<file path="src/rtl/vu_vmu_ut_pkg.sv">
// Shared opcodes, response codes, FSM state encoding and default field widths
// for the vector memory unit UT command controller.
package vu_vmu_ut_pkg;

    localparam int unsigned VlenSzDef   = 11;
    localparam int unsigned AddrSzDef   = 32;
    localparam int unsigned CmdSzDef    = 8;
    localparam int unsigned ErrCntSzDef = 8;

    // Low command bits forwarded to the writeback and store queues.
    localparam int unsigned WbCmdSz = 4;
    localparam int unsigned StCmdSz = 5;

    localparam logic [3:0] OpSync  = 4'b0000;
    localparam logic [3:0] OpLoad  = 4'b1100;
    localparam logic [3:0] OpStore = 4'b1101;
    localparam logic [2:0] OpAmo   = 3'b111;
    localparam logic [1:0] SyncSub = 2'b11;

    typedef enum logic [1:0] {
        RespNone = 2'd0,
        RespSync = 2'd1,
        RespErr  = 2'd2
    } resp_e;

    typedef enum logic [1:0] {
        StIdle = 2'd0,
        StSync = 2'd1,
        StResp = 2'd2
    } state_e;

endpackage

</file>
<file path="src/rtl/vu_vmu_ctrl_ut_mc_if.sv">
// Command, immediate and response queues from the UT side plus the three
// dispatch queues toward issue, writeback and store.
interface vu_vmu_ctrl_ut_mc_if
    import vu_vmu_ut_pkg::*;
#(
    parameter int unsigned VLEN_SZ = VlenSzDef,
    parameter int unsigned ADDR_SZ = AddrSzDef,
    parameter int unsigned CMD_SZ  = CmdSzDef
);

    logic [CMD_SZ+VLEN_SZ-1:0]    utmcmdq_bits;
    logic                         utmcmdq_val;
    logic                         utmcmdq_rdy;

    logic [ADDR_SZ-1:0]           utmimmq_bits;
    logic                         utmimmq_val;
    logic                         utmimmq_rdy;

    logic [1:0]                   utmrespq_bits;
    logic                         utmrespq_val;
    logic                         utmrespq_rdy;

    logic [ADDR_SZ+VLEN_SZ-1:0]   iscmdq_enq_bits;
    logic                         iscmdq_enq_val;
    logic                         iscmdq_enq_rdy;

    logic [5+VLEN_SZ-1:0]         wbcmdq_enq_bits;
    logic                         wbcmdq_enq_val;
    logic                         wbcmdq_enq_rdy;

    logic [6+ADDR_SZ+VLEN_SZ-1:0] stcmdq_enq_bits;
    logic                         stcmdq_enq_val;
    logic                         stcmdq_enq_rdy;

    modport master (
        input  utmcmdq_bits,
        input  utmcmdq_val,
        output utmcmdq_rdy,
        input  utmimmq_bits,
        input  utmimmq_val,
        output utmimmq_rdy,
        output utmrespq_bits,
        output utmrespq_val,
        input  utmrespq_rdy,
        output iscmdq_enq_bits,
        output iscmdq_enq_val,
        input  iscmdq_enq_rdy,
        output wbcmdq_enq_bits,
        output wbcmdq_enq_val,
        input  wbcmdq_enq_rdy,
        output stcmdq_enq_bits,
        output stcmdq_enq_val,
        input  stcmdq_enq_rdy
    );

    modport slave (
        output utmcmdq_bits,
        output utmcmdq_val,
        input  utmcmdq_rdy,
        output utmimmq_bits,
        output utmimmq_val,
        input  utmimmq_rdy,
        input  utmrespq_bits,
        input  utmrespq_val,
        output utmrespq_rdy,
        input  iscmdq_enq_bits,
        input  iscmdq_enq_val,
        output iscmdq_enq_rdy,
        input  wbcmdq_enq_bits,
        input  wbcmdq_enq_val,
        output wbcmdq_enq_rdy,
        input  stcmdq_enq_bits,
        input  stcmdq_enq_val,
        output stcmdq_enq_rdy
    );

endinterface

</file>
<file path="src/rtl/vu_vmu_ut_decode.sv">
// Combinational classification of a UT memory command code into exactly one
// of load, store, AMO, sync or invalid.
module vu_vmu_ut_decode
    import vu_vmu_ut_pkg::*;
(
    input  logic [7:2] cmd_i,
    output logic       is_ld_o,
    output logic       is_st_o,
    output logic       is_amo_o,
    output logic       is_sync_o,
    output logic       is_inv_o
);

    always_comb begin
        is_ld_o   = (cmd_i[7:4] == OpLoad);
        is_st_o   = (cmd_i[7:4] == OpStore);
        is_amo_o  = (cmd_i[7:5] == OpAmo);
        is_sync_o = (cmd_i[7:4] == OpSync) && (cmd_i[3:2] == SyncSub);
        is_inv_o  = ~(is_ld_o | is_st_o | is_amo_o | is_sync_o);
    end

endmodule

</file>
<file path="src/rtl/vu_vmu_ctrl_ut_mc.sv">
// UT memory command controller: dispatches loads, stores and AMOs with zero
// latency and serialises sync/invalid commands through a response queue.
module vu_vmu_ctrl_ut_mc
    import vu_vmu_ut_pkg::*;
#(
    parameter int unsigned VLEN_SZ   = VlenSzDef,
    parameter int unsigned ADDR_SZ   = AddrSzDef,
    parameter int unsigned CMD_SZ    = CmdSzDef,
    parameter bit          AMO_IMM   = 1'b0,
    parameter int unsigned ERRCNT_SZ = ErrCntSzDef
) (
    input  logic                 clk,
    input  logic                 reset_n,
    vu_vmu_ctrl_ut_mc_if.master  ctrl_if,
    input  logic                 issue_busy,
    input  logic                 store_busy,
    output logic [ERRCNT_SZ-1:0] err_cnt
);

    logic [CMD_SZ-1:0]  cmd;
    logic [VLEN_SZ-1:0] vlen;
    logic [ADDR_SZ-1:0] addr;
    logic               cmd_val;
    logic               is_ld, is_st, is_amo, is_sync, is_inv;
    logic               ld_fire, st_fire, amo_fire;

    state_e                 state_q, state_d;
    resp_e                  code_q, code_d;
    logic                   inv_pend_q, inv_pend_d;
    logic [ERRCNT_SZ-1:0]   err_cnt_q, err_cnt_d;

    logic  cmd_rdy, imm_rdy, resp_val, is_val, wb_val, st_val;
    resp_e resp_code;

    assign cmd     = ctrl_if.utmcmdq_bits[VLEN_SZ +: CMD_SZ];
    assign vlen    = ctrl_if.utmcmdq_bits[VLEN_SZ-1:0];
    assign addr    = ctrl_if.utmimmq_bits;
    assign cmd_val = ctrl_if.utmcmdq_val;

    vu_vmu_ut_decode u_decode (
        .cmd_i     (cmd[7:2]),
        .is_ld_o   (is_ld),
        .is_st_o   (is_st),
        .is_amo_o  (is_amo),
        .is_sync_o (is_sync),
        .is_inv_o  (is_inv)
    );

    // Loads wait for stores to drain and vice versa; AMOs touch both paths.
    assign ld_fire  = cmd_val & is_ld & ctrl_if.utmimmq_val & ctrl_if.iscmdq_enq_rdy
                    & ctrl_if.wbcmdq_enq_rdy & ~store_busy;
    assign st_fire  = cmd_val & is_st & ctrl_if.utmimmq_val & ctrl_if.stcmdq_enq_rdy
                    & ~issue_busy;
    assign amo_fire = cmd_val & is_amo & (ctrl_if.utmimmq_val | ~AMO_IMM)
                    & ctrl_if.stcmdq_enq_rdy & ctrl_if.wbcmdq_enq_rdy & ~issue_busy;

    always_comb begin
        state_d    = state_q;
        code_d     = code_q;
        inv_pend_d = 1'b0;
        err_cnt_d  = err_cnt_q;
        cmd_rdy    = 1'b0;
        imm_rdy    = 1'b0;
        resp_val   = 1'b0;
        resp_code  = RespNone;
        is_val     = 1'b0;
        wb_val     = 1'b0;
        st_val     = 1'b0;

        case (state_q)
            StIdle: begin
                if (ld_fire) begin
                    cmd_rdy = 1'b1;
                    imm_rdy = 1'b1;
                    is_val  = 1'b1;
                    wb_val  = 1'b1;
                end else if (st_fire) begin
                    cmd_rdy = 1'b1;
                    imm_rdy = 1'b1;
                    st_val  = 1'b1;
                end else if (amo_fire) begin
                    cmd_rdy = 1'b1;
                    imm_rdy = AMO_IMM;
                    st_val  = 1'b1;
                    wb_val  = 1'b1;
                end else if (cmd_val & is_sync) begin
                    state_d = StSync;
                end else if (cmd_val & is_inv) begin
                    state_d    = StResp;
                    code_d     = RespErr;
                    inv_pend_d = 1'b1;
                end
            end

            StSync: begin
                if (~store_busy & ~issue_busy) begin
                    cmd_rdy   = 1'b1;
                    resp_val  = 1'b1;
                    resp_code = RespSync;
                    if (ctrl_if.utmrespq_rdy) begin
                        state_d = StIdle;
                    end else begin
                        state_d = StResp;
                        code_d  = RespSync;
                    end
                end
            end

            StResp: begin
                resp_val  = 1'b1;
                resp_code = code_q;
                // An invalid command is popped and counted only on its first cycle here.
                if (inv_pend_q) begin
                    cmd_rdy = 1'b1;
                    if (err_cnt_q != '1) begin
                        err_cnt_d = err_cnt_q + ERRCNT_SZ'(1);
                    end
                end
                if (ctrl_if.utmrespq_rdy) begin
                    state_d = StIdle;
                end
            end

            default: begin
                state_d = StIdle;
            end
        endcase
    end

    always_ff @(posedge clk) begin
        if (!reset_n) begin
            state_q    <= StIdle;
            code_q     <= RespNone;
            inv_pend_q <= 1'b0;
            err_cnt_q  <= '0;
        end else begin
            state_q    <= state_d;
            code_q     <= code_d;
            inv_pend_q <= inv_pend_d;
            err_cnt_q  <= err_cnt_d;
        end
    end

    assign ctrl_if.utmcmdq_rdy     = cmd_rdy;
    assign ctrl_if.utmimmq_rdy     = imm_rdy;
    assign ctrl_if.utmrespq_val    = resp_val;
    assign ctrl_if.utmrespq_bits   = resp_code;
    assign ctrl_if.iscmdq_enq_val  = is_val;
    assign ctrl_if.wbcmdq_enq_val  = wb_val;
    assign ctrl_if.stcmdq_enq_val  = st_val;
    assign ctrl_if.iscmdq_enq_bits = {addr, vlen};
    assign ctrl_if.wbcmdq_enq_bits = {is_amo, cmd[WbCmdSz-1:0], vlen};
    assign ctrl_if.stcmdq_enq_bits = {is_amo, cmd[StCmdSz-1:0], addr, vlen};

    assign err_cnt = err_cnt_q;

endmodule

</file>
<file path="src/flat_wrapper.sv">
// flat-port wrapper written by rule: the top's interface ports become plain ports
module vu_vmu_ctrl_ut_mc_flat import vu_vmu_ut_pkg::*;
#(
    parameter int unsigned VLEN_SZ   = VlenSzDef,
    parameter int unsigned ADDR_SZ   = AddrSzDef,
    parameter int unsigned CMD_SZ    = CmdSzDef,
    parameter bit          AMO_IMM   = 1'b0,
    parameter int unsigned ERRCNT_SZ = ErrCntSzDef
)
  (clk, reset_n, issue_busy, store_busy, err_cnt, ctrl_if_utmcmdq_bits, ctrl_if_utmcmdq_val, ctrl_if_utmcmdq_rdy, ctrl_if_utmimmq_bits, ctrl_if_utmimmq_val, ctrl_if_utmimmq_rdy, ctrl_if_utmrespq_bits, ctrl_if_utmrespq_val, ctrl_if_utmrespq_rdy, ctrl_if_iscmdq_enq_bits, ctrl_if_iscmdq_enq_val, ctrl_if_iscmdq_enq_rdy, ctrl_if_wbcmdq_enq_bits, ctrl_if_wbcmdq_enq_val, ctrl_if_wbcmdq_enq_rdy, ctrl_if_stcmdq_enq_bits, ctrl_if_stcmdq_enq_val, ctrl_if_stcmdq_enq_rdy);
  vu_vmu_ctrl_ut_mc_if #(.VLEN_SZ(VLEN_SZ), .ADDR_SZ(ADDR_SZ), .CMD_SZ(CMD_SZ)) ctrl_if_i ();
  input  logic clk;
  input  logic reset_n;
  input  logic issue_busy;
  input  logic store_busy;
  output logic [ERRCNT_SZ-1:0] err_cnt;
  input wire logic [$bits(ctrl_if_i.utmcmdq_bits)-1:0] ctrl_if_utmcmdq_bits;
  input wire logic [$bits(ctrl_if_i.utmcmdq_val)-1:0] ctrl_if_utmcmdq_val;
  output wire logic [$bits(ctrl_if_i.utmcmdq_rdy)-1:0] ctrl_if_utmcmdq_rdy;
  input wire logic [$bits(ctrl_if_i.utmimmq_bits)-1:0] ctrl_if_utmimmq_bits;
  input wire logic [$bits(ctrl_if_i.utmimmq_val)-1:0] ctrl_if_utmimmq_val;
  output wire logic [$bits(ctrl_if_i.utmimmq_rdy)-1:0] ctrl_if_utmimmq_rdy;
  output wire logic [$bits(ctrl_if_i.utmrespq_bits)-1:0] ctrl_if_utmrespq_bits;
  output wire logic [$bits(ctrl_if_i.utmrespq_val)-1:0] ctrl_if_utmrespq_val;
  input wire logic [$bits(ctrl_if_i.utmrespq_rdy)-1:0] ctrl_if_utmrespq_rdy;
  output wire logic [$bits(ctrl_if_i.iscmdq_enq_bits)-1:0] ctrl_if_iscmdq_enq_bits;
  output wire logic [$bits(ctrl_if_i.iscmdq_enq_val)-1:0] ctrl_if_iscmdq_enq_val;
  input wire logic [$bits(ctrl_if_i.iscmdq_enq_rdy)-1:0] ctrl_if_iscmdq_enq_rdy;
  output wire logic [$bits(ctrl_if_i.wbcmdq_enq_bits)-1:0] ctrl_if_wbcmdq_enq_bits;
  output wire logic [$bits(ctrl_if_i.wbcmdq_enq_val)-1:0] ctrl_if_wbcmdq_enq_val;
  input wire logic [$bits(ctrl_if_i.wbcmdq_enq_rdy)-1:0] ctrl_if_wbcmdq_enq_rdy;
  output wire logic [$bits(ctrl_if_i.stcmdq_enq_bits)-1:0] ctrl_if_stcmdq_enq_bits;
  output wire logic [$bits(ctrl_if_i.stcmdq_enq_val)-1:0] ctrl_if_stcmdq_enq_val;
  input wire logic [$bits(ctrl_if_i.stcmdq_enq_rdy)-1:0] ctrl_if_stcmdq_enq_rdy;
  assign ctrl_if_i.utmcmdq_bits = ctrl_if_utmcmdq_bits;
  assign ctrl_if_i.utmcmdq_val = ctrl_if_utmcmdq_val;
  assign ctrl_if_utmcmdq_rdy = ctrl_if_i.utmcmdq_rdy;
  assign ctrl_if_i.utmimmq_bits = ctrl_if_utmimmq_bits;
  assign ctrl_if_i.utmimmq_val = ctrl_if_utmimmq_val;
  assign ctrl_if_utmimmq_rdy = ctrl_if_i.utmimmq_rdy;
  assign ctrl_if_utmrespq_bits = ctrl_if_i.utmrespq_bits;
  assign ctrl_if_utmrespq_val = ctrl_if_i.utmrespq_val;
  assign ctrl_if_i.utmrespq_rdy = ctrl_if_utmrespq_rdy;
  assign ctrl_if_iscmdq_enq_bits = ctrl_if_i.iscmdq_enq_bits;
  assign ctrl_if_iscmdq_enq_val = ctrl_if_i.iscmdq_enq_val;
  assign ctrl_if_i.iscmdq_enq_rdy = ctrl_if_iscmdq_enq_rdy;
  assign ctrl_if_wbcmdq_enq_bits = ctrl_if_i.wbcmdq_enq_bits;
  assign ctrl_if_wbcmdq_enq_val = ctrl_if_i.wbcmdq_enq_val;
  assign ctrl_if_i.wbcmdq_enq_rdy = ctrl_if_wbcmdq_enq_rdy;
  assign ctrl_if_stcmdq_enq_bits = ctrl_if_i.stcmdq_enq_bits;
  assign ctrl_if_stcmdq_enq_val = ctrl_if_i.stcmdq_enq_val;
  assign ctrl_if_i.stcmdq_enq_rdy = ctrl_if_stcmdq_enq_rdy;
  vu_vmu_ctrl_ut_mc #(.VLEN_SZ(VLEN_SZ), .ADDR_SZ(ADDR_SZ), .CMD_SZ(CMD_SZ), .AMO_IMM(AMO_IMM), .ERRCNT_SZ(ERRCNT_SZ)) u_core (.clk(clk), .reset_n(reset_n), .ctrl_if(ctrl_if_i), .issue_busy(issue_busy), .store_busy(store_busy), .err_cnt(err_cnt));
endmodule
</file>
<file path="config.mk">
export PLATFORM = sky130hd
export DESIGN_NAME = vu_vmu_ctrl_ut_mc_flat
export DESIGN_NICKNAME = d
export VERILOG_FILES = /design/src/rtl/vu_vmu_ut_pkg.sv /design/src/rtl/vu_vmu_ctrl_ut_mc_if.sv /design/src/rtl/vu_vmu_ut_decode.sv /design/src/rtl/vu_vmu_ctrl_ut_mc.sv /design/src/flat_wrapper.sv
export SDC_FILE = /design/constraint.sdc
export NUM_CORES = 1
export LEC_CHECK = 0
export CAP_MARGIN = 20
export CORE_MARGIN = 2
export CORE_UTILIZATION = 24
export DETAILED_ROUTE_END_ITERATION = 16
export GPL_TIMING_DRIVEN = 0
export PLACE_DENSITY = 0.73
export SYNTH_ARGS = -nofsm -noshare
export SYNTH_HDL_FRONTEND = slang
export SYNTH_SLANG_ARGS = --single-unit
</file>
<file path="constraint.sdc">
create_clock -name clk -period 1.95 [get_ports clk]
set_clock_uncertainty 0.05 [all_clocks]
set_input_delay 0.39 -clock clk [delete_from_list [all_inputs] [get_ports clk]]
set_output_delay 0.39 -clock clk [all_outputs]
set_load 0.05 [all_outputs]
</file>
==> results of run 1 <==
## power by group through the flow
stage               Sequential, mW  Combinational (mW)  Clock [mW]
global placement             0.287               0.957           0
detailed placement           0.287               0.965           0
finish                       0.282               0.989       0.236
floorplan                    0.289               0.684           0
CTS                          0.282               0.990       0.243
global route                 0.283                1.03       0.258
## worst paths after layout
| path | cells after the start | endpoint |
|---|---|---|
| setup / recovery | 6 | ctrl_if_utmcmdq_rdy |
| hold / removal | 2 | u_core.code_q[1]$_SDFFE_PN0P_ |
| setup reg to reg | 6 | u_core.err_cnt[5]$_SDFFE_PN0P_ |
| hold reg to reg | 2 | u_core.code_q[1]$_SDFFE_PN0P_ |
## layout make-up
type,count,area share
inverter,5,0.00551
clock buffer,4,0.0132
timing repair buffer,148,0.420
buffer,108,0.238
tap,96,0.0353
multi-input combinational,86,0.210
sequential,13,0.0772
## layout by cell type, fill, tap and decap left out, types with 3 or more instances in the layout
master / n
buf_6: 6
nand2b_1: 4
clkbuf_2: 8
dlygate4sd2_1: 6
mux2i_1: 6
clkdlybuf4s50_1: 107
buf_4: 117
dlymetal6s2s_1: 5
nand2_1: 12
a21oi_1: 3
dfxtp_1: 11
o21ai_0: 4
nor3_1: 3
clkbuf_8: 3
ha_1: 3
nor2_1: 7
## layer usage
metal,global-route usage,vias to the layer above
met5,0,-
met4,0.0331,0
met3,0.0205,7
met2,0.220,107
met1,0.101,806
li1,-,896
## flip-flops by register name (all words and copies together) (netlist names)
| signal | cells |
|---|---|
| u_core.code_q | 2 |
| u_core.err_cnt | 8 |
| u_core.inv_pend_q | 1 |
| u_core.state_q | 2 |
## per-stage QoR
stage	std cells	hold slack, ns	area, um2	utilization
finish	460	0.412	3400	0.496
global route	460	0.443	3400	0.496
CTS	459	0.418	3410	0.496
detailed placement	447	0.410	3260	0.475
global placement	447	0.397	3260	0.475
floorplan	212	0.380	1750	-
## kinds of logic after synthesis
logic type | after synthesis
multiplexers | 6
AND/OR/NAND/NOR | 49
XOR/XNOR | 2
flip-flops | 13
buffers and inverters | 113
AO/OA/AOI/OAI | 24
adder cells (fa/ha/maj) | 5
## worst max-delay path: stages, from the launching register on
cell and delay, ns:
dfxtp_2 0.35, inv_2 0.06, ha_1 0.26, and2_2 0.23, nor2_1 0.20, a21oi_4 0.09, buf_8 0.15
## what timing repair did
action | 4_1_cts | 5_1_grt
pin swaps | 8 | 5
resized for setup | 108 | 19
setup endpoints to repair | 17 | 18
setup buffers | 8 | 1
endpoints found under the hold margin | 0 | 0
==> run summary, run 1 <==
- **FILL cells** 638
- **Chip Height** 88.8 um
- **Period Utilization, post-route** 1.03
- **area taken by flip-flops and latches** 263 um2
- **Routed wire per std cell** 10.6 um
- **R2R Path Start** u_core.state_q[0]$_SDFFE_PN0P_
- **clock tree from TritonCTS** done
- **synthesized netlist cell count** 212
- **number of enable flip-flop cells after synthesis** 0
- **worst-case vdd ir drop** 0.166 mV
- **required time at the endpoint of the critical path** 1.51 ns
- **post-synthesis compound-gate area fraction** 0.126
- **Warnings, synthesis** 0
- **number of placement rows** 30
- **top layer used by detailed routing** met4
- **nets in the synthesized netlist** 278
- **adder-cell area share of the yosys netlist** 0.0362
- **DR vias/cell** 3.95
- **HPWL reported at the end of detailed placement** 4.09 mm
- **ranking of synthesized cells by area** buf_4, dfxtp_1, ha_1
- **Gate power share** 0.656
- **DIE WIDTH** 88.8 um
- **post-placement setup slack** -1.19 ns
- **setup slack after layout** -0.0579 ns
- **# H-tree levels** 1
- **measured slew at the worst slew-check pin** 0.534 ns
- **Netlist Area Pre-Place** 1730 um2
- **CTS Root Buffer Type** clkbuf_8
- **worst hold path type** reg2reg
- **number of nets in the finished design** 431
- **headroom to the max-slew limit** 0.644
- **area added between synthesis and finish** 97.2%
- **kind of critical path** reg2out
- **Post-synth top cells** buf_4, nand2_1, dfxtp_1
- **clock latency at the later pin of the worst-skew pair** 0.24 ns
- **total detailed-routing wirelength** 4.89 mm
- **maximum number of pins on one net before global-route repair** 10
- **sink count of the clock tree** 13
- **Power Dens Cells** 443 nW/um2
- **global-route wire length before repair** 6.90 mm
- **Post-DRT Antenna Nets** 0
- **fraction of the yosys area taken by sequential cells** 0.151
- **xor/xnor share of the synthesized area** 0.0101
- **outcome** complete, but fails checks
- **floorplan core area** 6870 um2
- **combined area of the multi-input logic cells** 716 um2
- **count of input and output buffers** 139
- **Maximum Capacitance Violations** 0
- **Max Buffers Root-to-Sink** 2
- **global route overflow** 0
- **Clock transition at path regs** 0.05 ns
- **share of total power in the clock network** 0.157
- **proportion of synthesized area in mux cells** 0.0348
- **unrepaired setup endpoints after global routing** yes
- **number of global-route vias before repair** 1745
- **Highest Clock Rate** 0.498 GHz
- **met3 wire length** 532 um
- **main flop type after synthesis** dfxtp_1
- **Num CTS Buffers** 3
- **DRC viols** 0
- **First DRT Iteration DRCs** 71
- **Arrival @ worst endpoint** 1.57 ns
- **share of cells above drive strength 1** 0.467
- **internal portion of total power** 0.829 mW
- **synthesized area divided by synthesized cell count** 8.14 um2
- **met2 wirelength from detailed routing** 2.67 mm
- **violations in the final reports** setup timing
- **I/O pin cnt** 185
- **Psw** 0.678 mW
- **initial antenna violation count** 0
- **largest fanout on the critical path** 5
- **effective utilization at floorplan** 0.251
- **share of flip-flops with an asynchronous set or reset after synthesis** 0
- **area of the die** 7890 um2
- **largest family of logic cells by synthesized area** buffers and inverters
- **number of buffers inserted for hold repair after clock tree synthesis** 0
- **part of the power in registers** 0.187
- **Final Setup Violations** 3
- **summed negative setup slack over all endpoints** -0.134 ns
- **register bit count reported by yosys** 13
- **antenna cell count** 0
- **startpoint class of the critical path** register
- **reg-to-reg setup timing slack** 0.21 ns
- **simple logic cell fraction of the synthesized area** 0.162
- **kind of end point of the critical path** output port
- **number of vias after detailed routing** 1816
- **count of unique library cells instantiated by Yosys** 35
- **global placement routability congestion** 0.766
- **iteration count of the initial detailed-routing pass** 4
- **static leakage** 1.60 nW
- **overall power consumption** 1.51 mW
- **Synth top area share** 0.470
- **Tot GR Track Use** 0.106
- **Max Slew Vio Count** 0
- **most instantiated library cell after synthesis** buf_4
- **library cell occupying the most area in the post-synthesis netlist** buf_4
- **final hold vios** 0
- **wire length the detailed router placed on met1** 1.62 mm
- **Hold Startpoint** u_core.code_q[1]$_SDFFE_PN0P_
- **fraction of power spent switching nets** 0.450
- **shortest clock period the worst path allows after layout** 2.01 ns
- **start point of the critical path** u_core.state_q[0]$_SDFFE_PN0P_
Note: power is estimated with default switching activity, not from simulation.
==> run 2, diff against run 1 <==
CORE_UTILIZATION = 29   (was 24)
PLACE_DENSITY = 0.85   (was 0.73)
==> run 2 against run 1 <==
Compared with the run above:
- the run still ends with setup timing left
- die area shrank 17%
- worst hold slack lost 0.0019 ns
- critical path depth grew 1
- combinational power grew 0.8%
- clock power grew 2%
- non-clock buffer count is the same
- first-iteration DRC count shrank 49%
- fmax shrank 1.7%
- highest routed layer unchanged
- via count shrank 0.61%
==> run summary, run 2 (synthesized netlist as in run 1, its figures left out) <==
- **global route overflow** 0, unchanged
- **Routed wire per std cell** 11.4 um, +7.7%
- **# H-tree levels** 1, unchanged
- **area taken by flip-flops and latches** 265 um2, +0.95%
- **DRC viols** 0, unchanged
- **DP Cell Count** 426, -4.7%
- **post-placement setup slack** -1.20 ns, -0.00604 ns
- **static leakage** 1.56 nW, -2.6%
- **iteration count of the initial detailed-routing pass** 4, unchanged
- **area of the die** 6590 um2, -17%
- **worst hold path type** reg2reg
- **DR vias/cell** 4.11, +4.1%
- **FILL cells** 512, -20%
- **Post-DRT Antenna Nets** 0, unchanged
- **sink count of the clock tree** 13, unchanged
- **violations in the final reports** setup timing
- **summed negative setup slack over all endpoints** -0.303 ns, -0.169 ns
- **global placement routability congestion** 0.778, +1.6%
- **Num CTS Buffers** 3, unchanged
- **final hold vios** 0, unchanged
- **Placed Instance Area** 3230 um2, -0.81%
- **Max Slew Vio Count** 0, unchanged
- **highest-count cells in the layout ignoring fill and taps** buf_4, clkdlybuf4s50_1, nand2_1, dfxtp_1
- **Clock transition at path regs** 0.06 ns, about the same
- **worst-case vdd ir drop** 0.235 mV, +41%
- **unrepaired setup endpoints after global routing** yes
- **floorplan core area** 5850 um2, -15%
- **HPWL reported at the end of detailed placement** 4.27 mm, +4.4%
- **Arrival @ worst endpoint** 1.60 ns, +0.03 ns
- **area added between synthesis and finish** 97.4%
- **flip-flop count of the largest register, all copies and words added** 8, unchanged
- **Tot GR Track Use** 0.145, +0.0396
- **clock latency at the later pin of the worst-skew pair** 0.25 ns, about the same
- **outcome** complete, but fails checks
- **measured slew at the worst slew-check pin** 0.525 ns, -0.00923 ns
- **initial antenna violation count** 0, unchanged
- **Period Utilization, post-route** 1.05, +0.0177
- **CTS Root Buffer Type** clkbuf_8
- **most common cell after layout, fill and taps aside** buf_4
- **Max Buffers Root-to-Sink** 2, unchanged
- **combined area of the multi-input logic cells** 716 um2, unchanged
- **Chip Height** 81.2 um, -8.6%
- **DIE WIDTH** 81.2 um, -8.6%
- **final cell utilization of the core** 0.583, +0.0869
- **number of vias after detailed routing** 1805, -0.61%
- **largest fanout on the critical path** 4, -1
- **Cell Count, Final, Fillers Out** 439, -4.6%
- **headroom to the max-slew limit** 0.649, +0.00564
- **clock tree from TritonCTS** done
- **required time at the endpoint of the critical path** 1.51 ns, about the same
- **cell area after layout** 3410 um2, +0.11%
- **number of placement rows** 28, -6.7%
- **antenna cell count** 0, unchanged
- **Highest Clock Rate** 0.490 GHz, -1.7%
- **setup slack after layout** -0.0925 ns, -0.0346 ns
- **Maximum Capacitance Violations** 0, unchanged
- **I/O pin cnt** 185, unchanged
- **Power Dens Cells** 446 nW/um2, +0.66%
- **kind of critical path** reg2out
- **kind of end point of the critical path** output port
- **startpoint class of the critical path** register
- **shortest clock period the worst path allows after layout** 2.04 ns, +0.0346 ns
- **tightest hold margin** 0.410 ns, -0.00194 ns
- **maximum number of pins on one net before global-route repair** 10, unchanged
- **Final Setup Violations** 6, +3
- **count of input and output buffers** 139, unchanged
- **total detailed-routing wirelength** 5.02 mm, +2.7%
- **overall power consumption** 1.52 mW, +0.77%
- **number of nets in the finished design** 431, unchanged
- **number of buffers inserted for hold repair after clock tree synthesis** 0, unchanged
- **global-route wire length before repair** 7.65 mm, +11%
- **number of global-route vias before repair** 1763, +1.0%
- **effective utilization at floorplan** 0.295, +0.0438
- **share of cells above drive strength 1** 0.462, -0.00549
- **First DRT Iteration DRCs** 36, -49%
run 2: final timing paths:
| kind | slack (ns) | end | cells after the start | start |
|---|---|---|---|---|
| setup reg to reg | 0.13 | u_core.err_cnt[5]$_SDFFE_PN0P_ | 6 | u_core.state_q[1]$_SDFFE_PN0P_ |
| hold / removal | 0.41 | u_core.code_q[1]$_SDFFE_PN0P_ | 2 | u_core.code_q[1]$_SDFFE_PN0P_ |
| setup / recovery | -0.09 | ctrl_if_utmcmdq_rdy | 7 | u_core.state_q[0]$_SDFFE_PN0P_ |
| hold reg to reg | 0.41 | u_core.code_q[1]$_SDFFE_PN0P_ | 2 | u_core.code_q[1]$_SDFFE_PN0P_ |
run 2: critical path, stage by stage, from the launching register on:
cell and delay (ns):
dfxtp_4 0.36, inv_4 0.06, ha_4 0.15, nand2_4 0.07, a2111oi_4 0.28, nor2_2 0.11
a21oi_4 0.17, buf_8 0.16
run 2: per-layer routing:
metal / GRT usage / part of all wire
met1: 0.141 / 0.35
met2: 0.292 / 0.53
met3: 0.0322 / 0.10
met4: 0.0593 / 0.015
met5: 0 / 0
run 2: where the power goes:
group | internal [mW] | switching [mW]
Sequential | 0.274 | 0.00648
Clock | 0.144 | 0.0969
Combinational | 0.415 | 0.582
run 2: repair_timing:
action | CTS | global route
gates resized for setup | 113 | 9
setup buffers | 8 | 1
pin swaps | 9 | 2
gates cloned | 0 | 0
endpoints found under the hold margin | 0 | 0
endpoints found under the setup margin | 16 | 12
run 2: area by class of cell:
| cell class | instances | area share |
|---|---|---|
| inverters | 5 | 0.00624 |
| plain buffers | 108 | 0.238 |
| clock buffers | 4 | 0.0132 |
| repair buffers | 148 | 0.427 |
| flip-flops and latches | 13 | 0.0778 |
| multi-input cells | 86 | 0.210 |
| well taps | 75 | 0.0275 |
==> run 3, diff against run 2 <==
CTS_CLUSTER_DIAMETER = 80   (was default)
==> results of run 3 <==
Final layout, timing and power as in run 2 (identical DEF).
